--- src/rtl/io_pkg.sv ---
// io_pkg: constants and FSM encoding shared by the keypad input path, display and CPU
package io_pkg;
  typedef enum logic [1:0] {IDLE, ENTRY, DONE} io_state_t;
  localparam int DIGIT_MAX           = 9;
  localparam int DEF_DEBOUNCE_CYCLES = 500000;
  localparam int DEF_DATA_W          = 32;
endpackage

--- src/rtl/key_debounce.sv ---
// key_debounce: 2-FF synchronizer, stability counter and one-cycle press pulse for an active-low key
module key_debounce #(
  parameter int DEBOUNCE_CYCLES = 500000
) (
  input  logic clk,
  input  logic reset,
  input  logic key_n,
  output logic press
);
  localparam int CW = DEBOUNCE_CYCLES > 1 ? $clog2(DEBOUNCE_CYCLES) : 1;
  logic s1, s2, s3, deb;
  logic [CW-1:0] cnt;
  always_ff @(posedge clk or negedge reset) begin
    if (!reset) begin
      s1 <= 1'b1;
      s2 <= 1'b1;
      s3 <= 1'b1;
      deb <= 1'b1;
      cnt <= '0;
      press <= 1'b0;
    end else begin
      s1 <= key_n;
      s2 <= s1;
      s3 <= s2;
      press <= 1'b0;
      if (s2 != s3) cnt <= '0;
      else if (cnt != CW'(DEBOUNCE_CYCLES - 1)) cnt <= cnt + 1'b1;
      else begin
        press <= deb & ~s2;
        deb <= s2;
      end
    end
  end
endmodule

--- src/rtl/keypad_entry.sv ---
// keypad_entry: decimal keypad entry servicing the CPU Input instruction.
// Define SIGNED_ENTRY_EN to let sw[9] negate the committed value.
module keypad_entry import io_pkg::*; #(
  parameter int DEBOUNCE_CYCLES = DEF_DEBOUNCE_CYCLES,
  parameter int MAX_DIGITS      = 8,
  parameter int DATA_W          = DEF_DATA_W
) (
  input  logic              clk,
  input  logic              reset,
  input  logic              input_req,
  input  logic              key_digit_n,
  input  logic              key_enter_n,
  input  logic [9:0]        sw,
  output logic              stall,
  output logic              input_valid,
  output logic [DATA_W-1:0] input_data,
  output logic [DATA_W-1:0] entry_value,
  output logic [3:0]        digit_count
);
  io_state_t state, nstate;
  logic [DATA_W-1:0] acc, nacc, ndata, dacc, cval;
  logic [3:0] cnt, ncnt, dcnt;
  logic dig_p, ent_p, dig_ok, unused_sw;
  key_debounce #(.DEBOUNCE_CYCLES(DEBOUNCE_CYCLES)) u_dig (.clk, .reset, .key_n(key_digit_n), .press(dig_p));
  key_debounce #(.DEBOUNCE_CYCLES(DEBOUNCE_CYCLES)) u_ent (.clk, .reset, .key_n(key_enter_n), .press(ent_p));
  assign unused_sw = ^sw[9:4];
  // a digit arriving with enter is folded in before the commit
  always_comb begin
    dig_ok = dig_p && sw[3:0] <= 4'(DIGIT_MAX) && cnt < 4'(MAX_DIGITS);
    dacc = dig_ok ? (acc << 3) + (acc << 1) + DATA_W'(sw[3:0]) : acc;
    dcnt = dig_ok ? cnt + 4'd1 : cnt;
`ifdef SIGNED_ENTRY_EN
    cval = sw[9] ? -dacc : dacc;
`else
    cval = dacc;
`endif
    nstate = state;
    nacc = acc;
    ncnt = cnt;
    ndata = input_data;
    case (state)
      IDLE: begin
        nacc = '0;
        ncnt = '0;
        nstate = input_req ? ENTRY : IDLE;
      end
      ENTRY: begin
        if (!input_req) nstate = IDLE;
        else begin
          nacc = dacc;
          ncnt = dcnt;
          if (ent_p) begin
            ndata = cval;
            nstate = DONE;
          end
        end
      end
      default: nstate = IDLE;
    endcase
  end
  always_ff @(posedge clk or negedge reset) begin
    if (!reset) begin
      state <= IDLE;
      acc <= '0;
      cnt <= '0;
      input_data <= '0;
    end else begin
      state <= nstate;
      acc <= nacc;
      cnt <= ncnt;
      input_data <= ndata;
    end
  end
  assign stall = reset && input_req && state != DONE;
  assign input_valid = state == DONE;
  assign entry_value = acc;
  assign digit_count = cnt;
endmodule

--- config.mk ---
export PLATFORM = sky130hd
export DESIGN_NAME = keypad_entry
export DESIGN_NICKNAME = d
export VERILOG_FILES = /design/src/rtl/io_pkg.sv /design/src/rtl/key_debounce.sv /design/src/rtl/keypad_entry.sv
export SDC_FILE = /design/constraint.sdc
export NUM_CORES = 1
export LEC_CHECK = 0
export ABC_AREA = 1
export CORE_MARGIN = 2
export CORE_UTILIZATION = 45
export DETAILED_ROUTE_END_ITERATION = 12
export GPL_ROUTABILITY_DRIVEN = 0
export GPL_TIMING_DRIVEN = 0
export PLACE_DENSITY = 0.66
export SETUP_SLACK_MARGIN = 0.3
export SYNTH_ARGS = -nofsm -noshare
export SYNTH_HDL_FRONTEND = slang
export SYNTH_SLANG_ARGS = --single-unit
--- constraint.sdc ---
create_clock -name clk -period 3.2 [get_ports clk]
set_input_delay 0.48 -clock clk [delete_from_list [all_inputs] [get_ports clk]]
set_output_delay 0.48 -clock clk [all_outputs]
set_load 0.01 [all_outputs]
==> run summary <==
outcome = complete, no violations
filler instances = 1628
post-layout util = 56.2%
vias in the first global route = 7291
most frequent cell on the critical path = nand2_1
initial antenna violation count = 0
Antenna Cells = 0
syn nets = 1205
Hold Slack = 0.0581 ns
Critical R2R Launch = entry_value[0]$_DFFE_PN0P_
leading cell types in the layout, fill and taps excluded = nand2_1, inv_1, dfrtp_1
Critical Path RT = 3.48 ns
drt total wl = 21200 µm
register area = 2960 µm²
most common cell after layout, fill and taps aside = nand2_1
Die Width = 137 µm
synthesized flop and latch total = 118
Syn Area/Cell = 7.03 µm²
R2R depth = 15
Slew Limit Fails = 0
die footprint = 18700 µm²
f_max = 361 MHz
Port Buffers = 78
drt wl/cell = 14.4 µm
# Post-CTS Setup Buffers = 0
Detail Placement HPWL = 16500 µm
PnR Total Power = 3.72 mW
clk_lat worst skew = 0.42 ns
worst r2r dst = entry_value[11]$_DFFE_PN0P_
drc violations = 0
crit path launch type = primary input
setup repair after global routing missed its margin = no
Setup Viol. Count Final = 0
GRT Overall Usage = 24.2%
area of the multi-input gates = 4240 µm²
CTS tree = built
yosys warns = 0
Hold Path Class = primary input to asynchronous set/reset pin
vias post-DR = 7476
I/O Pins = 85
clock sink total = 118
crit-path cells = clkdlybuf4s50_1 > inv_1 > fa_1 > inv_1 > ha_1 > nand2_1 > nand2_1 > nand2_1 > nand2_1 > nand2_1 > nand3_1 > or2_2 > nand3_1 > o21ai_1 > nand2_1 > o21ai_0
Max Root-Sink Buffers = 2
final net count = 1304
largest net degree at the start of global routing = 97
leak pwr = 5.15 nW
setup skew after layout = 0.00893 ns
Max-slew headroom = 26.2%
Slew @ Worst Pin = 1.10 ns
CP peak stage delay = 0.55 ns
top_reg_cell synth = dfrtp_1
Slowest-stage cell, CP = fa_1
initial core utilization = 46.0%
core area = 17200 µm²
1st-iter DRT viols = 469
Fin. Hold Viols = 0
DR pass1 iterations = 5
P&R area growth vs syn = 22.2%
Post-synth EDFFs = 0
PwrDens = 385 nW/µm²
area of the mapped netlist = 7920 µm²
vias per cell = 5.11
fraction of registers with async set/reset = 100%
Cell Rows = 48
Post-Synthesis Cells = 1127
clock slew at reported path FFs = 0.06 ns
Num CTS Buffers = 17
Synth cell types = 42
CTS root buf = clkbuf_16
Arr. time, crit path = 3.05 ns
maxcap violations = 0
flop2flop setup slack = 0.52 ns
share of post-route cells with drive strength above 1 = 6.94%
CP Max Fanout = 4
critical path type = primary input to flop
Peak supply drop = 352 µV
global route overflow = 0
post-synthesis sequential area ratio = 37.4%
CTS H-tree lvls = 4
CP endpoint kind = flop
Chip Height = 137 µm
Setup TNS = 0 ns
Final ANT Viol Nets = 0
first-pass GRT wire length = 35200 µm
fin crit share = 86.5%
clock period minus worst slack = 2.77 ns
==> sequential cells by signal, indices dropped and copies added (netlist names) <==
register	flops
u_ent.s2	1
input_data	32
u_dig.cnt	19
u_ent.press	1
u_dig.s2	1
u_dig.deb	1
u_dig.s1	1
u_ent.cnt	19
digit_count	4
u_dig.s3	1
u_ent.s1	1
u_ent.deb	1
u_ent.s3	1
u_dig.press	1
state	2
entry_value	32
==> synth_stat cells (4+ instances only) <==
cell type / number / area (µm²)
o211ai_1: 4 / 30.0
dfstp_2: 8 / 210
nand2_1: 371 / 1390
a21oi_1: 40 / 200
nor2_1: 83 / 312
xor2_1: 9 / 78.8
o22ai_1: 6 / 37.5
nor2_2: 6 / 37.5
nand4_1: 18 / 113
nor3_1: 17 / 85.1
ha_1: 61 / 763
nor4_1: 7 / 43.8
nand3_1: 79 / 395
clkbuf_1: 9 / 33.8
or2_2: 11 / 68.8
inv_1: 171 / 642
o21bai_1: 4 / 30.0
xnor2_1: 4 / 35.0
o21ai_0: 64 / 320
dfrtp_1: 110 / 2750
buf_2: 7 / 35.0
a31oi_1: 5 / 31.3
==> how the worst max path moves through the flow <==
stage               start                     endpoint  slack [ns]  cells after the start
finish              sw[3]  entry_value[11]$_DFFE_PN0P_        0.43                     16
global route        sw[2]   input_data[18]$_DFFE_PN0P_        0.30                     18
CTS                 sw[3]   input_data[18]$_DFFE_PN0P_        0.35                     17
detailed placement  sw[3]   input_data[18]$_DFFE_PN0P_       -0.07                     17
global placement    reset                        stall       -3.13                      4
floorplan           sw[3]  entry_value[18]$_DFFE_PN0P_        0.74                     15
==> worst max-delay path, delay by kind of cell <==
kind	cells	cell delay, ns
adder cells (fa/ha/maj)	2	0.73
AND/OR/NAND/NOR	9	1.01
buffers and inverters	3	0.61
AO/OA/AOI/OAI	2	0.22
==> report_power, final <==
part	switching (mW)	internal, mW	leakage, nW
clock network	0.659	1.36	0.311
registers	0.0278	1.52	1.61
logic	0.0994	0.0529	3.22
total	0.786	2.94	5.15
==> timing repair <==
action | CTS | global route
endpoints found under the setup margin | 0 | 30
endpoints found under the hold margin | 23 | 0
hold buffers | 1 | 0
resized for setup | 0 | 8
==> metrics by stage <==
| stage | instance area, µm² | setup slack, ns | std cells |
|---|---|---|---|
| 2_1_floorplan | 7920 | 0.738 | 1127 |
| 3_3_place_gp | 8990 | -3.13 | 1430 |
| 3_5_place_dp | 9010 | -0.0719 | 1431 |
| 4_1_cts | 9650 | 0.345 | 1464 |
| 5_1_grt | 9680 | 0.300 | 1464 |
| 6_report | 9680 | 0.433 | 1464 |
==> layer usage <==
layer,up-vias,wire length [µm],global-route usage [%]
li1,3821,-,-
met1,3483,9770,31.9
met2,147,10100,39.9
met3,25,962,5.48
met4,0,360,6.94
met5,-,0,0
==> logic make-up after synthesis <==
logic type	count (synthesis)	synth area share (%)
AND/OR/NAND/NOR	605	32.4
buffers and inverters	195	9.44
AO/OA/AOI/OAI	130	8.86
flip-flops	118	37.4
adder cells (fa/ha/maj)	63	10.1
XOR/XNOR	13	1.44
multiplexers	3	0.379
==> cell type report <==
| cell class | instances | area share [%] |
|---|---|---|
| buffer | 19 | 0.905 |
| clock inverter | 9 | 1.54 |
| multi-input combinational | 814 | 43.8 |
| sequential | 118 | 30.6 |
| clock buffer | 23 | 4.94 |
| tap | 225 | 2.91 |
| inverter | 176 | 6.82 |
| timing repair buffer | 80 | 8.46 |
(Power assumes the default switching activity.)
